==> src/rtl/ahb_lite_master.sv <==
// ahb_lite_master: AHB-Lite single-transfer initiator with an in-order response FIFO
// Ports:
//   i_hclk, i_hreset              clock, synchronous active-high reset
//   i_cmd_valid / o_cmd_ready     command handshake
//   i_cmd_addr, i_cmd_write       byte address, 1=write 0=read
//   i_cmd_size, i_cmd_wdata       0=BYTE 1=HALFWORD 2=WORD, right-justified write data
//   o_rsp_valid / i_rsp_ready     response handshake (FIFO head)
//   o_rsp_rdata, o_rsp_error      right-justified zero-extended read data, error flag
//   o_haddr .. o_hwdata           AHB-Lite master outputs (HBURST=SINGLE, HPROT=4'b0011)
//   i_hrdata, i_hready, i_hresp   AHB-Lite slave inputs
module ahb_lite_master #(
    parameter int DATAWIDTH = 32,
    parameter int ADDRWIDTH = 32,
    parameter int RSP_DEPTH = 2
) (
    input  logic                 i_hclk,
    input  logic                 i_hreset,
    input  logic                 i_cmd_valid,
    output logic                 o_cmd_ready,
    input  logic [ADDRWIDTH-1:0] i_cmd_addr,
    input  logic                 i_cmd_write,
    input  logic [2:0]           i_cmd_size,
    input  logic [DATAWIDTH-1:0] i_cmd_wdata,
    output logic                 o_rsp_valid,
    input  logic                 i_rsp_ready,
    output logic [DATAWIDTH-1:0] o_rsp_rdata,
    output logic                 o_rsp_error,
    output logic [ADDRWIDTH-1:0] o_haddr,
    output logic [1:0]           o_htrans,
    output logic                 o_hwrite,
    output logic [2:0]           o_hsize,
    output logic [2:0]           o_hburst,
    output logic [3:0]           o_hprot,
    output logic [DATAWIDTH-1:0] o_hwdata,
    input  logic [DATAWIDTH-1:0] i_hrdata,
    input  logic                 i_hready,
    input  logic                 i_hresp
);
    localparam logic [1:0] HTRANS_IDLE   = 2'b00;
    localparam logic [1:0] HTRANS_NONSEQ = 2'b10;
    localparam logic [2:0] SIZE_BYTE     = 3'd0;
    localparam logic [2:0] SIZE_HALF     = 3'd1;
    localparam logic [2:0] SIZE_WORD     = 3'd2;
    localparam int PW = (RSP_DEPTH > 1) ? $clog2(RSP_DEPTH) : 1;
    localparam int CW = $clog2(RSP_DEPTH + 1) + 1;

    logic                 r_a_valid;
    logic [ADDRWIDTH-1:0] r_haddr;
    logic                 r_hwrite;
    logic [2:0]           r_hsize;
    logic [DATAWIDTH-1:0] r_a_wdata;
    logic                 r_d_valid;
    logic                 r_d_write;
    logic [1:0]           r_d_lane;
    logic [2:0]           r_d_size;
    logic [DATAWIDTH-1:0] r_hwdata;
    logic [DATAWIDTH:0]   r_mem [RSP_DEPTH];
    logic [PW-1:0]        r_wp;
    logic [PW-1:0]        r_rp;
    logic [CW-1:0]        r_cnt;

    logic                 w_err;
    logic                 w_a_adv;
    logic                 w_a_free;
    logic                 w_d_done;
    logic [CW-1:0]        w_used;
    logic                 w_misalign;
    logic                 w_acc;
    logic                 w_local;
    logic                 w_issue;
    logic                 w_push;
    logic                 w_pop;
    logic                 w_push_err;
    logic [DATAWIDTH-1:0] w_push_rdata;
    logic [DATAWIDTH-1:0] w_rd_sh;
    logic [DATAWIDTH-1:0] w_rd;
    logic [DATAWIDTH-1:0] w_wlanes;

    // An ERROR response in the data phase withdraws the pending address phase
    // (IDLE on the bus) for both error cycles; it re-issues once the error is done.
    assign w_err    = r_d_valid & i_hresp;
    assign w_a_adv  = r_a_valid & i_hready & ~w_err;
    assign w_a_free = ~r_a_valid | w_a_adv;
    assign w_d_done = r_d_valid & i_hready;

    // Every accepted command owns a response slot until it is popped.
    assign w_used = r_cnt + CW'(r_a_valid) + CW'(r_d_valid);

    assign w_misalign = (i_cmd_size == SIZE_HALF && i_cmd_addr[0])
                      | (i_cmd_size == SIZE_WORD && i_cmd_addr[1:0] != 2'b00)
                      | (i_cmd_size > SIZE_WORD);

    // Misaligned commands answer locally, so they wait for an empty pipeline to keep order.
    assign o_cmd_ready = ~i_hreset & (w_used < CW'(RSP_DEPTH)) & w_a_free
                       & (~w_misalign | (~r_a_valid & ~r_d_valid));
    assign w_acc   = i_cmd_valid & o_cmd_ready;
    assign w_local = w_acc & w_misalign;
    assign w_issue = w_acc & ~w_misalign;

    assign w_wlanes = (i_cmd_size == SIZE_BYTE) ? {4{i_cmd_wdata[7:0]}} :
                      (i_cmd_size == SIZE_HALF) ? {2{i_cmd_wdata[15:0]}} : i_cmd_wdata;

    assign w_rd_sh = i_hrdata >> {r_d_lane, 3'b000};
    assign w_rd    = (r_d_size == SIZE_BYTE) ? DATAWIDTH'(w_rd_sh[7:0])  :
                     (r_d_size == SIZE_HALF) ? DATAWIDTH'(w_rd_sh[15:0]) : w_rd_sh;

    assign w_push       = w_d_done | w_local;
    assign w_pop        = o_rsp_valid & i_rsp_ready;
    assign w_push_err   = w_local | i_hresp;
    assign w_push_rdata = (w_push_err | r_d_write) ? '0 : w_rd;

    assign o_htrans = (r_a_valid & ~w_err) ? HTRANS_NONSEQ : HTRANS_IDLE;
    assign o_haddr  = r_haddr;
    assign o_hwrite = r_hwrite;
    assign o_hsize  = r_hsize;
    assign o_hwdata = r_hwdata;
    assign o_hburst = 3'b000;
    assign o_hprot  = 4'b0011;

    assign o_rsp_valid = (r_cnt != '0);
    assign o_rsp_rdata = o_rsp_valid ? r_mem[r_rp][DATAWIDTH-1:0] : '0;
    assign o_rsp_error = o_rsp_valid & r_mem[r_rp][DATAWIDTH];

    always_ff @(posedge i_hclk) begin
        if (i_hreset) begin
            r_a_valid <= 1'b0;
            r_haddr   <= '0;
            r_hwrite  <= 1'b0;
            r_hsize   <= '0;
            r_a_wdata <= '0;
            r_d_valid <= 1'b0;
            r_d_write <= 1'b0;
            r_d_lane  <= '0;
            r_d_size  <= '0;
            r_hwdata  <= '0;
        end else begin
            if (w_issue) begin
                r_a_valid <= 1'b1;
                r_haddr   <= i_cmd_addr;
                r_hwrite  <= i_cmd_write;
                r_hsize   <= i_cmd_size;
                r_a_wdata <= w_wlanes;
            end else if (w_a_adv) begin
                r_a_valid <= 1'b0;
            end
            if (w_a_adv) begin
                r_d_valid <= 1'b1;
                r_d_write <= r_hwrite;
                r_d_lane  <= r_haddr[1:0];
                r_d_size  <= r_hsize;
                if (r_hwrite)
                    r_hwdata <= r_a_wdata;
            end else if (w_d_done) begin
                r_d_valid <= 1'b0;
            end
        end
    end

    always_ff @(posedge i_hclk) begin
        if (i_hreset) begin
            r_wp  <= '0;
            r_rp  <= '0;
            r_cnt <= '0;
        end else begin
            if (w_push)
                r_wp <= (r_wp == PW'(RSP_DEPTH - 1)) ? '0 : r_wp + 1'b1;
            if (w_pop)
                r_rp <= (r_rp == PW'(RSP_DEPTH - 1)) ? '0 : r_rp + 1'b1;
            r_cnt <= r_cnt + CW'(w_push) - CW'(w_pop);
        end
    end

    always_ff @(posedge i_hclk) begin
        if (w_push)
            r_mem[r_wp] <= {w_push_err, w_push_rdata};
    end
endmodule

==> config.mk <==
export PLATFORM = sky130hd
export DESIGN_NAME = ahb_lite_master
export DESIGN_NICKNAME = d
export VERILOG_FILES = /design/src/rtl/ahb_lite_master.sv
export SDC_FILE = /design/constraint.sdc
export NUM_CORES = 1
export LEC_CHECK = 0
export BUFFER_PORTS_ARGS = -buffer_cell sky130_fd_sc_hd__buf_4
export CORE_MARGIN = 5
export CORE_UTILIZATION = 30
export CTS_CLUSTER_SIZE = 8
export DETAILED_ROUTE_END_ITERATION = 10
export HOLD_SLACK_MARGIN = 0.15
export PLACE_DENSITY = 0.5
export RECOVER_POWER = 25
export SKIP_LAST_GASP = 1
export SLEW_MARGIN = 30
export SYNTH_ARGS = -nofsm -noshare
export SYNTH_HDL_FRONTEND = slang
export SYNTH_SLANG_ARGS = --single-unit
==> constraint.sdc <==
create_clock -name i_hclk -period 8.5 [get_ports i_hclk]
set_input_delay 0.425 -clock i_hclk [delete_from_list [all_inputs] [get_ports i_hclk]]
set_output_delay 0.425 -clock i_hclk [all_outputs]
set_load 0.02 [all_outputs]
==> impl_summary.md, run 1 <==
GRT
For this run, the total global-route usage over all layers was measured as 0.163. The first-pass GRT wire length is 37600 um. The number of global-route vias before repair is 6399.

The initial antenna violation count is 0. Entering global routing, the biggest net connects 101 pins. For this run the aggregate overflow at the end of global routing stands at 0.

Routing
In the final routed layout, each cell accounts on average for 18.4 um. The remaining number of nets flagged by the antenna check after routing is 0. The total via count after detailed routing is 6535. The detailed router finished its first iteration with 367 violations. The via density per instance is 4.91. The total length of routed wires is 24500 um. The count of unresolved DRC violations after routing is 0. The first-pass iteration count of the detailed router is 4.

Finish
The synthesis-to-finish area growth is 27.1%. The count of fill cells added during filler insertion is 2663. The total inserted antenna cells is 0. The share of the core filled with cells in the final layout is 0.384. The area used by sequential logic in the layout is 4270 sq um. The share of final-layout standard cells stronger than drive strength 1 is 0.204. The combined area of the multi-input logic cells is 3260 sq um. The net count of the finished layout is 1093.

STA
For the final database, setup skew stands at 0.0160 ns. In this run the tightest slew margin relative to its limit is -0.133. The final number of setup-violating endpoints is 0.

Timing would allow up to 278 MHz. The period utilization is 0.423. The count of final max-slew check failures is 35. The hold violation count in the final report is 0. In the final timing run, aggregate negative setup slack is 0 ns. For the pin with the worst max-slew slack, the measured transition is 1.70 ns. The post-layout minimum cycle time is 3.59 ns. Setup repair after global routing left no endpoint under its margin.

Clock tree
Counting every sink on the clock net gives 180. The total number of H-tree levels is 4. Post-CTS timing repair inserted 0 buffers for setup.

The clock latency of the later-clocked register in the worst-skew pair is 0.44 ns. In this run, CTS created clock tree buffers numbering 17. Hold repair after CTS inserted 0 buffers.

The clock root buffer is clkbuf_16. The CTS tree is yes. The post-cts sizing count is 0.

The maximum buffer depth of the clock tree is 2. After clock tree synthesis, the clock-pin slew on the worst setup and hold paths is 0.08 ns.

Die
The die span in x is 172 um. The die covers 29400 sq um. The total number of placement rows is 59.

The y dimension of the die is 172 um. The number of I/O pins is 218. The core region area is 25900 sq um.

The starting density of the core is 0.302.

Status
The final reports fail on max-capacitance violations, max-slew violations. The run finished, with violations left.

Worst setup path
The worst setup path is launched from a flip-flop. The number of cells on the worst reg-to-reg path is 12. Of all nets on the critical path, the largest fanout is 34. The data arrival time of the critical path is 3.90 ns.

The required time of the critical path is 8.81 ns. The kind of capture point of the worst setup path is a flip-flop. The critical path is of the flip-flop to flip-flop type.

Pwr
Of the total power, registers draw 0.397. The leakage component of the power is 3.45 nW. The internal power is 1.59 mW. The switching power is 836 uW.

The share of total power dissipated in combinational logic is 0.282. Of the total power, the clock network draws 0.321. For this design the ratio of total power to cell area is 244 nW/um^2. Of the total power, the share spent switching nets is 0.344. The maximum resistive drop on vdd is 129 uV.

Logic synthesis
The synthesized-area fraction occupied by ao, oa, aoi and oai cells is 0.166. The number of warnings printed during yosys synthesis is 0. The number of storage elements in the synthesis netlist is 180. Counting flops with an async set or reset pin after synthesis yields a share of 0. The number of standard cells after synthesis is 812. Of the post-synthesis cell area, the dominant cell type holds 0.292.

Of the total synthesized cell area, the portion taken by AND, OR, NAND and NOR gates is 0.145. The share of synthesized area spent on multiplexers is 0.0831. Of the total synthesized cell area, the portion taken by XOR and XNOR cells is 0.00448. Yosys mapped a number of flops with a built-in enable equal to 66. Ranked by total cell area, the synthesized netlist is headed by dfxtp_1 29%, edfxtp_1 25%, mux2i_1 8.3%.

The adder-cell share of the synthesized area is 0.00895. The sequential-to-total area share from yosys stat is 0.545. By area, the combinational part of the netlist is dominated by compound AO/OA/AOI/OAI gates. The library cell with the largest summed area after synthesis is dfxtp_1. The per-instance average area after synthesis is 9.64 sq um.

In this run the cell area of the synthesized design comes to 7830 sq um. The synthesized netlist contains 47 unique library cells. The most used flip-flop cell after synthesis is dfxtp_1.

Placed design
The wire-length estimate of the detail-placed layout is 16200 um. The total of buffers placed on input and output ports is 209. Routability-driven placement finished with a final weighted congestion of 0.754.

Hold path
The min-delay analysis places its worst path in the category input port to flip-flop. The worst hold path passes through 3 cells.

Job
The number of violations of the max-capacitance limit is 1.
Yosys cell counts (3+ instances only):
cell type and instances:
a211oi_1 22, a21oi_1 115, a311oi_1 8, buf_1 3
buf_2 18, buf_4 8, clkbuf_1 47, dfxtp_1 114
edfxtp_1 66, ha_1 4, inv_1 4, mux2i_1 65
nand2_1 98, nand2b_1 3, nand3_1 50, nor2_1 63
nor2b_1 10, nor3_1 11, nor3b_1 8, o2111ai_1 9
o21ai_0 52, xnor2_1 3
final cells by class:
cell class	instances	area share
sequential	180	0.429
clock inverter	15	0.0153
clock buffer	17	0.0428
tap	335	0.0421
multi-input combinational	557	0.327
timing repair buffer	222	0.142
inverter	4	0.00151
power by group through the flow:
| stage | Combinational, mW | Sequential [mW] | Clock (mW) |
|---|---|---|---|
| CTS | 0.705 | 0.966 | 0.803 |
| detailed placement | 0.703 | 0.986 | 0 |
| floorplan | 0.407 | 0.985 | 0 |
| global placement | 0.700 | 0.985 | 0 |
| finish | 0.685 | 0.965 | 0.779 |
| global route | 0.751 | 0.971 | 0.835 |
critical path, cell delays in order, from the launching register on:
cell and delay (ns):
dfxtp_1 0.37, nor3_2 0.16, clkbuf_1 1.24, inv_1 0.15, and2_0 0.29, ha_1 0.31
inv_1 0.06, ha_1 0.13, inv_1 0.05, fa_1 0.37, xor2_1 0.16, xnor2_1 0.13
nor2_1 0.05
cell families after synthesis:
group | count (synthesis)
other cells | 2
simple gates | 254
mux | 65
fa+ha+maj | 5
xor+xnor | 4
compound gates | 221
flops | 180
buf+inv | 81
layout by cell type (no fill, tap or decap), drive strengths merged, types with 3 or more instances in the layout:
cell type	count
mux2i	65
nor2	65
nand2b	3
nand2	98
a21oi	116
clkinv	4
o21ai	53
xnor2	3
buf	153
nor3	11
clkinvlp	3
nor2b	10
nor3b	10
a21o	3
a311oi	8
o2111ai	9
conb	8
inv	12
dfxtp	114
a211oi	24
nand3	50
ha	4
edfxtp	66
clkbuf	86
final timing paths:
path / end / startpoint / slack (ns)
hold / removal: o_haddr[16] / i_cmd_addr[16] / 0.24
hold reg to reg: o_hwdata[1] / r_a_wdata[1] / 0.45
setup / recovery: r_cnt[2] / r_cnt[1] / 4.91
setup reg to reg: r_cnt[2] / r_cnt[1] / 4.91
stage by stage:
| step | setup slack [ns] | cells | hold WS [ns] | area (sq um) | total power, mW |
|---|---|---|---|---|---|
| after floorplan | 5.53 | 818 | 0.428 | 7850 | 1.39 |
| after global placement | 5.23 | 1298 | 0.436 | 9610 | 1.69 |
| after detailed placement | 5.12 | 1298 | 0.440 | 9620 | 1.69 |
| after CTS | 5.11 | 1330 | 0.219 | 10200 | 2.47 |
| after global routing | 4.40 | 1330 | 0.217 | 9950 | 2.56 |
| final | 4.91 | 1330 | 0.241 | 9950 | 2.43 |
metal layers:
layer / global-route usage / up-vias / wire length (um)
met5: 0 / - / 0
met4: 0.0331 / 0 / 161
met3: 0.0706 / 11 / 2550
met2: 0.239 / 226 / 10600
met1: 0.227 / 3074 / 11100
li1: - / 3224 / -
sequential cells by signal, indices dropped and copies added, names as in the netlist, named ones only:
| register | flops |
|---|---|
| r_rp | 1 |
| o_hwdata | 32 |
| r_d_lane | 2 |
| r_mem | 66 |
| r_wp | 1 |
| r_d_size | 3 |
| r_cnt | 3 |
| r_a_wdata | 32 |
| r_d_valid | 1 |
| r_d_write | 1 |
| o_hwrite | 1 |
| r_a_valid | 1 |
| o_haddr | 32 |
| o_hsize | 3 |
(Power assumes the default switching activity.)
==> run 2: changes to the inputs <==
- PLACE_DENSITY: 0.5 -> 0.52
- clock period: 8.5 -> 3.1 ns (I/O delays scaled with it)
==> impl_summary.md, run 2 (synthesized netlist as in run 1, its figures left out) <==
Routing
Once detail routing completed, the nets flagged for antenna violations numbered 0. In this run, the number of DRC markers left after iteration 0 of detailed routing was 424. The first-pass iteration count of the detailed router is 5. After detailed routing, the number of vias per cell comes to 4.91. After detailed routing, the average wire length per cell comes to 17.4 um. After detailed routing, the total wire length is 25100 um. After detailed routing, the number of remaining DRC violations is 0. The routed layout has 7080 vias.

GRT
The initial antenna violation count came to 1. The first global-routing pass estimated 38700 um of wire. The sum of overflow across all layers after global routing is 0.

The number of global-route vias before repair is 7000. Entering global routing, the biggest net connects 80 pins. The global router's overall resource usage is 0.165.

STA
The final number of setup-violating endpoints is 0. The worst path needs 2.88 ns of the cycle, external delays included. The total negative setup slack is 0 ns. For the pin with the worst max-slew slack, the measured transition is 0.953 ns. The hold violation count in the final report was 0. Between clock sinks in the finished design, the worst skew comes to 0.0107 ns.

Setup repair after global routing left no endpoint under its margin. The count of final max-slew check failures is 0. In this run the tightest slew margin relative to its limit is 0.359. Timing would allow up to 347 MHz.

Dividing the final minimum period by the clock period gives 0.930.

Hold path
The class of the tightest hold or removal check is input port to flip-flop. The startpoint of the worst hold path is i_cmd_wdata[12].

Pwr
The analysis attributes to cell leakage a power of 3.95 nW. The maximum resistive drop on vdd is 366 uV. The total power density per cell area is 617 nW/um^2.

Finish
The area used by sequential logic in the layout is 4270 sq um. The count of fill cells added during filler insertion is 2583. For this run, the post-layout net count is 1204. The share of final-layout standard cells stronger than drive strength 1 is 0.203.

In the final layout, the multi-input gates occupy 3280 sq um. In the layout the commonest cells are 166 x buf_4, 115 x a21oi_1, 111 x dfxtp_1, 98 x nand2_1, 89 x dlygate4sd3_1. More flip-flops sit in one register than any other, and that register is r_mem. After the flow finishes, the layout carries non-filler instances totaling 1442. The area growth from synthesis to layout is 41.2%. Leaving out fill and tap cells, the most frequent cell in the layout is buf_4. The register with the most flip-flops in the layout has 66 of them.

Worst setup path
Data on the critical path is required at its endpoint by 3.42 ns. The data arrival time of the critical path is 3.20 ns. The endpoint of the worst-slack reg-to-reg timing path is r_a_wdata[22]. The register-to-register setup slack is 0.22 ns. The worst-path maximum fanout is 17. In this run the critical register-to-register path is launched from r_d_valid.

STA classifies the critical path startpoint as a flip-flop. The worst setup path is of the flip-flop to flip-flop kind. The start point of the critical path is r_d_valid.

The critical path ends at r_a_wdata[22]. The worst register-to-register path has a depth of 10. The kind of capture point of the worst setup path is a flip-flop.

Die
The y dimension of the die is 172 um. The die span in x is 172 um. During I/O placement, the number of pins put on the boundary was 218. The die covers 29400 sq um.

Row generation in the floorplan step produced 59 rows. The core region area is 25900 sq um. For this configuration, the core starts out at a cell density of 0.302.

Status
The flow ran to the end, and the final reports show no timing, DRC or antenna violations.

Clock tree
The clock root buffer is clkbuf_16. The clock passes through at most 2 buffers. The total number of H-tree levels is 4. Buffers inserted during clock tree synthesis total 17. Clock-pin slew was measured on the worst setup and hold paths at 0.07 ns. The clock latency of the later-clocked register in the worst-skew pair is 0.43 ns. The CTS tree is yes. For this design, the sink count on the clock tree is 180.

Job
The tool flagged a number of max-cap violations equal to 0.

Placed design
The detailed placement HPWL is 16300 um. The global placement routability congestion is 0.761. Input and output buffers added on the ports amount to 209. The instance count after placement with tap cells included is 1312.
==> run 2: through the flow <==
| stage | utilization | power [mW] | area, sq um | hold WS, ns | setup WS (ns) |
|---|---|---|---|---|---|
| final | 0.427 | 6.82 | 11100 | 0.165 | 0.216 |
| after global routing | 0.427 | 7.18 | 11100 | 0.154 | 0.0231 |
| after CTS | 0.434 | 6.90 | 11200 | 0.152 | 0.108 |
| after detailed placement | 0.377 | 4.70 | 9780 | 0.425 | 0.229 |
| after global placement | 0.377 | 4.69 | 9780 | 0.420 | 0.250 |
| after floorplan | - | 3.82 | 7850 | 0.303 | 0.131 |
==> run 2: layout make-up <==
class,instances,area share
clock buffers,17,0.0385
well taps,335,0.0379
repair buffers,331,0.227
diodes,1,0.000226
clock inverters,15,0.0129
flip-flops and latches,180,0.386
multi-input cells,559,0.297
inverters,4,0.00136
==> run 2: worst min-delay path by stage <==
stage / endpoint / slack, ns / cells past startpoint
after floorplan: o_haddr[0] / 0.30 / 2
after global placement: o_haddr[21] / 0.42 / 3
after detailed placement: o_haddr[8] / 0.43 / 3
after CTS: r_mem[0][26] / 0.15 / 2
after global routing: r_mem[0][31] / 0.15 / 2
final: r_a_wdata[12] / 0.16 / 3
==> run 2: worst max-delay path, stage by stage, from the launching register on <==
cell,delay [ns]
dfxtp_1,0.32
ha_1,0.28
a21o_1,0.18
ha_1,0.26
nor2_1,0.16
buf_4,0.18
o2111ai_4,0.25
nor2_2,0.15
buf_4,0.26
a311oi_1,0.13
dlygate4sd3_1,0.61
==> run 2: what timing repair did <==
item                                    in CTS  in global routing
hold buffers                                89                  0
gates resized for setup                      0                  4
buffers inserted                             0                  6
endpoints found under the setup margin       0                  9
endpoints found under the hold margin       94                  0
==> run 2: routing by layer <==
| layer | wire (um) | GRT usage | share of wire |
|---|---|---|---|
| met5 | 0 | 0 | 0 |
| met4 | 257 | 0.0400 | 0.010 |
| met3 | 2160 | 0.0575 | 0.086 |
| met2 | 11500 | 0.255 | 0.46 |
| met1 | 11200 | 0.224 | 0.45 |
==> run 2: power breakdown <==
part           leakage, nW  internal, mW  switching [mW]
combinational         2.16         0.852            1.18
clock                0.264          1.07            1.03
sequential            1.53          2.59           0.107
